`src/rtl/cpu_host_pkg.sv`:
```
// Shared definitions for the CPU host command sequencer: cmd bit layout,
// host operation codes and sequencer states.
package cpu_host_pkg;

  localparam int PIPE_EN_BIT = 31;
  localparam int REQ_BIT     = 30;
  localparam int RW_BIT      = 29;
  localparam int SRST_BIT    = 28;
  localparam int ADDR_MSB    = 7;

  localparam logic [31:0] RUN_CMD  = 32'h1 << PIPE_EN_BIT;
  localparam logic [31:0] CRST_CMD = 32'h1 << SRST_BIT;

  typedef enum logic [1:0] {
    OP_WRITE = 2'b00,
    OP_READ  = 2'b01,
    OP_CRST  = 2'b10,
    OP_RUN   = 2'b11
  } op_type_t;

  typedef enum logic [2:0] {
    ST_IDLE,
    ST_WRITE,
    ST_READ,
    ST_CRST,
    ST_RUN
  } state_t;

  // Memory access command: req set, rw selects read, address in the low byte.
  function automatic logic [31:0] mem_cmd(input logic rd, input logic [ADDR_MSB:0] addr);
    logic [31:0] c;
    c               = '0;
    c[REQ_BIT]      = 1'b1;
    c[RW_BIT]       = rd;
    c[ADDR_MSB:0]   = addr;
    return c;
  endfunction

endpackage

```
`src/rtl/cpu_host_if_hold_counter.sv`:
```
// 32-bit loadable down-counter timing the multi-cycle READ, CRST and RUN states.
// last flags the final cycle of a hold (count == 1); the count parks at 0.
module hold_counter (
  input  logic        clk,
  input  logic        rst,
  input  logic        load,
  input  logic [31:0] load_val,
  input  logic        en,
  output logic        last
);

  logic [31:0] cnt;

  always_ff @(posedge clk) begin
    if (rst) begin
      cnt <= '0;
    end else if (load) begin
      cnt <= load_val;
    end else if (en && (cnt != 32'd0)) begin
      cnt <= cnt - 32'd1;
    end
  end

  assign last = (cnt == 32'd1);

endmodule

```
`src/rtl/cpu_host_if.sv`:
```
// Host-side command sequencer: turns single WRITE/READ/CPU_RESET/RUN host
// operations into timed cmd_in/din sequences and captures the CPU read returns.
module cpu_host_if
  import cpu_host_pkg::*;
#(
  parameter int RD_HOLD    = 2,
  parameter int RST_CYCLES = 4
) (
  input  logic        clk,
  input  logic        rst,
  // Handshake: an operation transfers on a rising edge where op_valid & op_ready;
  // op_ready is high only in IDLE, the host holds op_valid and its fields until
  // then, and rsp_valid is a single-cycle pulse with no backpressure.
  input  logic        op_valid,
  output logic        op_ready,
  input  logic [1:0]  op_type,
  input  logic [7:0]  op_addr,
  input  logic [63:0] op_wdata,
  output logic        rsp_valid,
  output logic [63:0] rsp_rdata,
  output logic        rsp_err,
  output logic [31:0] cpu_cmd,
  output logic [31:0] cpu_din_low,
  output logic [31:0] cpu_din_high,
  input  logic [31:0] cpu_cmd_echo,
  input  logic [31:0] cpu_dout_low,
  input  logic [31:0] cpu_dout_high,
  output state_t      dbg_state
);

  state_t      state, state_n;
  logic [7:0]  addr_q;
  logic [31:0] cmd_n, din_low_n, din_high_n;
  logic        rsp_valid_n, capture, accept;
  logic        cnt_load, cnt_last;
  logic [31:0] cnt_load_val;

  assign accept    = op_valid && op_ready;
  assign dbg_state = state;

  hold_counter u_hold_counter (
    .clk      (clk),
    .rst      (rst),
    .load     (cnt_load),
    .load_val (cnt_load_val),
    .en       (state != ST_IDLE),
    .last     (cnt_last)
  );

  // Next-state logic also computes the value every registered output takes next.
  always_comb begin
    state_n      = state;
    cmd_n        = '0;
    din_low_n    = '0;
    din_high_n   = '0;
    rsp_valid_n  = 1'b0;
    capture      = 1'b0;
    cnt_load     = 1'b0;
    cnt_load_val = '0;
    unique case (state)
      ST_IDLE: begin
        if (accept) begin
          unique case (op_type_t'(op_type))
            OP_WRITE: begin
              state_n    = ST_WRITE;
              cmd_n      = mem_cmd(1'b0, op_addr);
              din_low_n  = op_wdata[31:0];
              din_high_n = op_wdata[63:32];
            end
            OP_READ: begin
              state_n      = ST_READ;
              cmd_n        = mem_cmd(1'b1, op_addr);
              cnt_load     = 1'b1;
              cnt_load_val = 32'(RD_HOLD + 1);
            end
            OP_CRST: begin
              state_n      = ST_CRST;
              cmd_n        = CRST_CMD;
              cnt_load     = 1'b1;
              cnt_load_val = 32'(RST_CYCLES);
            end
            OP_RUN: begin
              // A zero-length run completes at once without touching pipeline_en.
              if (op_wdata[31:0] == 32'd0) begin
                rsp_valid_n = 1'b1;
              end else begin
                state_n      = ST_RUN;
                cmd_n        = RUN_CMD;
                cnt_load     = 1'b1;
                cnt_load_val = op_wdata[31:0];
              end
            end
            default: ;
          endcase
        end
      end
      ST_WRITE: begin
        state_n     = ST_IDLE;
        rsp_valid_n = 1'b1;
      end
      ST_READ: begin
        if (cnt_last) begin
          state_n     = ST_IDLE;
          rsp_valid_n = 1'b1;
          capture     = 1'b1;
        end else begin
          cmd_n = mem_cmd(1'b1, addr_q);
        end
      end
      ST_CRST: begin
        if (cnt_last) begin
          state_n     = ST_IDLE;
          rsp_valid_n = 1'b1;
        end else begin
          cmd_n = CRST_CMD;
        end
      end
      ST_RUN: begin
        if (cnt_last) begin
          state_n     = ST_IDLE;
          rsp_valid_n = 1'b1;
        end else begin
          cmd_n = RUN_CMD;
        end
      end
      default: state_n = ST_IDLE;
    endcase
  end

  always_ff @(posedge clk) begin
    if (rst) begin
      state        <= ST_IDLE;
      addr_q       <= '0;
      op_ready     <= 1'b0;
      rsp_valid    <= 1'b0;
      rsp_rdata    <= '0;
      rsp_err      <= 1'b0;
      cpu_cmd      <= '0;
      cpu_din_low  <= '0;
      cpu_din_high <= '0;
    end else begin
      state        <= state_n;
      op_ready     <= (state_n == ST_IDLE);
      rsp_valid    <= rsp_valid_n;
      cpu_cmd      <= cmd_n;
      cpu_din_low  <= din_low_n;
      cpu_din_high <= din_high_n;
      if (accept) begin
        addr_q <= op_addr;
      end
      // The echo of the last hold cycle must match the command still being driven.
      rsp_err <= capture && (cpu_cmd_echo != cpu_cmd);
      if (capture) begin
        rsp_rdata <= {cpu_dout_high, cpu_dout_low};
      end
    end
  end

endmodule

```
`config.mk`:
```
export PLATFORM = sky130hd
export DESIGN_NAME = cpu_host_if
export DESIGN_NICKNAME = d
export VERILOG_FILES = /design/src/rtl/cpu_host_pkg.sv /design/src/rtl/cpu_host_if_hold_counter.sv /design/src/rtl/cpu_host_if.sv
export SDC_FILE = /design/constraint.sdc
export NUM_CORES = 1
export LEC_CHECK = 0
export CORE_MARGIN = 2
export CORE_UTILIZATION = 30
export CTS_CLUSTER_SIZE = 14
export DETAILED_ROUTE_END_ITERATION = 6
export PLACE_DENSITY = 0.66
export SLEW_MARGIN = 20
export SYNTH_ARGS = -nofsm -noshare
export SYNTH_HDL_FRONTEND = slang
export SYNTH_HIERARCHICAL = 1
export SYNTH_SLANG_ARGS = --single-unit
```
`constraint.sdc`:
```
create_clock -name clk -period 4.05 [get_ports clk]
set_input_delay 0.6075 -clock clk [delete_from_list [all_inputs] [get_ports clk]]
set_output_delay 0.6075 -clock clk [all_outputs]
set_load 0.01 [all_outputs]
```
Word level (Yosys, flattened, before mapping)
Cells that the tools add are included.
{"block": "totals", "reg_bits": 206, "inputBits": 173, "output_inout_bits": 166, "wordCells": 64}
{"block": "op_classes", "add_sub_neg": 1, "n_eq_ne": 9, "mux": 28, "n_bitwise": 3, "n_reduce_logical": 13}
{"op": "$mux 32", "count": 8}
{"op": "$pmux 32 s4", "count": 2}
{"op": "$pmux 32 s3", "count": 1}
{"op": "$eq 32x1->1 const B", "count": 1}
{"op": "$logic_not 32->1", "count": 1}
{"op": "$ne 32x32->1", "count": 1}
{"op": "$reduce_bool 32->1", "count": 1}
{"op": "$sub 32x1->32 const B", "count": 1}
{"op": "$mux 31", "count": 1}
{"op": "$mux 29", "count": 1}
{"op": "$pmux 3 s4", "count": 1}
{"op": "$mux 3", "count": 3}
{"op": "$mux 1", "count": 8}
{"op": "$eq 3x2->1 const B", "count": 2}
{"op": "$logic_not 3->1", "count": 2}
{"op": "$pmux 3 s2", "count": 1}
{"op": "$eq 2x2->1 const B", "count": 2}
{"op": "$reduce_or 4->1", "count": 1}
{"op": "$eq 3x1->1 const B", "count": 1}
{"op": "$eq 3x3->1 const B", "count": 1}
{"op": "$logic_and 1x1->1", "count": 3}
{"op": "$not 1->1", "count": 3}
{"op": "$pmux 1 s3", "count": 1}
{"op": "$reduce_bool 3->1", "count": 1}
{"op": "other kinds (6)", "count": 6}

Depth between registers and ports, before layout
{"block": "logic_depth", "word_depth": 6, "ltp_mapped": 12}

By module
Netlist, hierarchy kept.
{"module": "cpu_host_if", "instances": 1, "cells_per_inst": 642, "area_per_inst_um2": 5711.7, "seq_area_each_um2": 3083.0}
{"module": "hold_counter", "instances": 1, "cells_per_inst": 260, "area_per_inst_um2": 2127.0, "seq_area_each_um2": 640.6}

Worst setup path after synthesis
OpenSTA, ideal clock, no wires.
{"block": "synth_timing", "path_type": "flip-flop to flip-flop", "start": "register u_hold_counter.cnt[24]", "end": "register rsp_rdata[23]", "arrival_ps": 2957, "t_required_ps": 3918, "path_slack_ps": 961, "stages_incl_launch_ff": 10, "period_less_slack_ps": 3089, "cell_sequence": "dfxtp_1 -> or4_4 -> nor4_2 -> nand2_1 -> nor3_1 -> or3b_2 -> clkbuf_1 -> buf_1 -> nand2_1 -> a21oi_1"}
{"block": "synth_between", "elab_chain_cells": 3}
{"element": "start: declaration", "line": "cpu_host_if_hold_counter.sv:12", "source": "logic [31:0] cnt;"}
{"element": "start signal: assignment", "line": "cpu_host_if_hold_counter.sv:18", "source": "cnt <= load_val;"}
{"element": "start signal: assignment", "line": "cpu_host_if_hold_counter.sv:20", "source": "cnt <= cnt - 32'd1;"}
{"element": "$eq 32x1->1", "line": "cpu_host_if_hold_counter.sv:24", "source": "assign last = (cnt == 32'd1);"}
{"element": "net cnt_last", "line": "cpu_host_if.sv:35", "source": "logic cnt_load, cnt_last;"}
{"element": "$mux 1", "line": "cpu_host_if.sv:102", "source": "if (cnt_last) begin"}
{"element": "$mux 1", "line": "cpu_host_if.sv:60", "source": "unique case (state)"}
{"element": "end signal: assignment", "line": "cpu_host_if.sv:154", "source": "rsp_rdata <= {cpu_dout_high, cpu_dout_low};"}
{"element": "end: declaration", "line": "cpu_host_if.sv:20", "source": "output logic [63:0] rsp_rdata,"}
The timed path passes the listed nets, and every way through them passes these cells.
A chain may end at the register's enable or synchronous reset.

Final worst setup path
{"block": "layout_timing", "start": "register u_hold_counter.cnt[20]", "end": "register rsp_rdata[30]"}
The elaborated chain is that of the path after synthesis.

==> impl_metrics.ini <==
[setup_path]
r2r-start = u_hold_counter/cnt[20]
r2r-end = rsp_rdata[30]
crit_path_frequent_cell = nand2_1
worst_path_max_delay_cell = nor4_1
critPathMaxStageDelay_ps = 630
worstPathRequired_ps = 4330
r2r_cells = 8
crit_buf_inv = 1
crit_fanout = 65
regToRegSetupSlack_ps = 860
endpoint_kind = register
path_class = reg -> reg
path_delay_family = simple AND/OR/NAND/NOR gates
cp.arrival_ps = 3470
startpoint_type = register
crit_chain = nor4_1 > and3_1 > nand2_1 > nor3_1 > or3b_2 > buf_4 > nand2_1 > a21oi_1

[floorplan]
die_w_um = 166
die_area_um2 = 27400
coreArea_um2 = 25800
io_pins = 339
row_count = 59
initial_core_util = 0.303
die_height_um = 166

[logic_synthesis]
synth.most_common_cell = dfxtp_1
synth-edff-count = 0
synthFlopType = dfxtp_1
yosysUniqueCellTypes = 69
yosys-top-cells-count = 186 x dfxtp_1, 170 x nand2_1, 94 x and2_1
yosys.area_share.xor_xnor = 0.0179
netlist_area_um2 = 7840
synthAdderAreaFrac = 0.0144
synth_area_leaders = dfxtp_1 48%, nand2_1 8.1%, and2_1 7.5%
synth_seq_area_share = 0.475
synth_top_cell_by_area = dfxtp_1
syn_area_per_cell_um2 = 8.69
synth_top_family_by_area = simple AND/OR/NAND/NOR gates
synth-simple-area-share = 0.282
synth.area.mux_share = 0.00383
synth_compound_area_frac = 0.145
async_flop_share = 0
yosys_warnings = 6
yosysTopAreaCellShare = 0.475
ys_ff_latch = 186
syn-instance-count = 902

[sta]
finalHoldViolations = 0
rsz0062_at_grt = false
fin_hold_ws_ps = 455
relSlewSlack = 0.340
worst_slew_pin_slew_ps = 989
timing.fmax_ghz = 0.313
setup_viol = 0
finalSetupTns_ps = 0
clock_skew_ps = 16.7
period_minus_slack_ps = 3190
slew_violations = 0
fin_crit_sh = 0.788

[routing]
ant_nets = 0
wl_per_cell_um = 16.5
drcViolationCount = 0
viasPerCell = 4.80
first_pass_iters = 6
totalWireLength_um = 25500
vias = 7428
drtIter0Drc = 542

[place]
place_area_um2 = 11200
hpwlAfterDp_um = 18600
io_buffers = 318
gp_congestion = 0.835

[finish]
postLayoutCoreUtil = 0.458
drive_gt1_frac = 0.0595
nets = 1379
finalInstanceArea_um2 = 11800
syn_to_final_growth_pct = 50.9

[grt]
grt_usage = 0.181
grt_max_degree = 70
grt_pass1_vias = 6952
grt_first_pass_wirelength_um = 39800
overflow = 0
antenna_found_initial = 1

[cts]
cts_resized = 0
clk_latency_ps = 430
clk_path_buf_depth = 2
clkSinkCount = 186
cts_buffers = 17
root_buffer = clkbuf_16
cts_tree = yes
htree_levels = 4
path_clk_slew_ps = 80
cts-hold-fix-buffers = 0
postCtsSetupBuffers = 0

[power]
p_per_area_nw_per_um2 = 384
leakagePower_nw = 4.20
ir_drop_v = 0.000257

[run]
maxCapViolations = 0

[worst_hold_path]
min_from = rsp_rdata[56]
holdPathStages = 2
hold_class = reg -> reg
hold_path_end = rsp_rdata[56]

[status]
outcome = finished, final reports clean
[layout by cell type, fill, tap and decap left out, types with 3 or more instances in the layout]
cell type        synthesis  routed
conb_1                   1      20
inv_6                    0       4
dfxtp_1                186     186
nor2_1                  52      52
xor2_1                   5       5
nor2b_1                  3       3
a311oi_2                 5       5
mux2i_1                  3       3
nand2b_1                 5       5
a211oi_1                 8       7
nand3_1                 15      15
nor3_1                  11      10
inv_8                    0       3
a311oi_1                13      13
clkdlybuf4s50_1          0     317
a31oi_1                  6       6
o21ai_0                  5       5
nand2_1                170     170
a21oi_1                 84      84
nor4_1                  24      24
inv_1                   12      12
or3_1                    9       9
nand4_1                  8       8
a21o_1                   3       3
clkbuf_16                0      17
or4_1                   12      12
xnor2_1                 11      11
nand3b_1                 4       4
ha_1                     9       9
buf_4                   20      12
o31ai_1                 10      10
and2_1                  94      94
clkinv_8                 0       5
a22oi_1                  9       9
o21ai_1                  3       3
[area by class of cell]
class,instances,area [um^2]
Multi-Input combinational cell,648,3720
Fill cell,2487,14000
Antenna cell,1,2.50
Clock buffer,17,425
Tap cell,335,419
Sequential cell,186,3720
Timing Repair Buffer,331,3300
Clock inverter,15,188
Inverter,13,48.8
[tightest hold or removal path, stage by stage (launching register included)]
cell	delay [ps]
dfxtp_1	310
nand2_1	50
a21oi_1	50
[routing by layer]
layer | wire (um) | part of all wire | GRT usage | vias up
met5 | 13 | 0.00051 | 0 | -
met4 | 624 | 0.024 | 0.0601 | 2
met3 | 1370 | 0.054 | 0.0428 | 33
met2 | 11600 | 0.46 | 0.288 | 270
met1 | 11900 | 0.47 | 0.241 | 3457
li1 | - | - | - | 3666
[sequential cells by signal, indices dropped and copies added, names as in the netlist]
register and cells:
rsp_rdata 64, cpu_din_high 32, cpu_din_low 32, u_hold_counter/cnt 32
cpu_cmd 12, addr_q 8, dbg_state 3, op_ready 1
rsp_err 1, rsp_valid 1
[worst max-delay path by stage]
stage	slack, ps	start	cells after the start	end
4_1_cts	910	u_hold_counter/cnt[20]	8	rsp_rdata[30]
6_report	860	u_hold_counter/cnt[20]	8	rsp_rdata[30]
3_3_place_gp	640	op_wdata[16]	10	u_hold_counter/cnt[28]
2_1_floorplan	960	u_hold_counter/cnt[24]	9	rsp_rdata[23]
3_5_place_dp	610	op_wdata[16]	10	u_hold_counter/cnt[28]
5_1_grt	630	u_hold_counter/cnt[20]	8	rsp_rdata[24]
[logic make-up (layout without fill, tap and decap cells)]
| logic type | count (synthesis) | in the layout |
|---|---|---|
| multiplexers | 3 | 3 |
| flip-flops | 186 | 186 |
| other | 1 | 21 |
| XOR/XNOR | 16 | 16 |
| AO/OA/AOI/OAI | 170 | 170 |
| buffers and inverters | 87 | 376 |
| adder cells (fa/ha/maj) | 9 | 9 |
| AND/OR/NAND/NOR | 430 | 430 |
[through the flow]
stage / power, mW / instances / worst slack (ps)
2_1_floorplan: 2.49 / 921 / 961
4_1_cts: 4.58 / 1545 / 909
5_1_grt: 4.76 / 1545 / 631
6_report: 4.54 / 1546 / 858
3_3_place_gp: 2.83 / 1513 / 638
3_5_place_dp: 2.84 / 1513 / 612
[report_power, final]
| group | leakage [nW] | total [mW] | switching [mW] | internal, mW |
|---|---|---|---|---|
| Sequential | 1.50 | 1.95 | 0.0632 | 1.89 |
| Clock | 0.299 | 1.72 | 0.868 | 0.849 |
| Combinational | 2.40 | 0.870 | 0.483 | 0.388 |
| Total | 4.20 | 4.54 | 1.41 | 3.12 |
No activity file was read; power rests on OpenSTA's default activity.
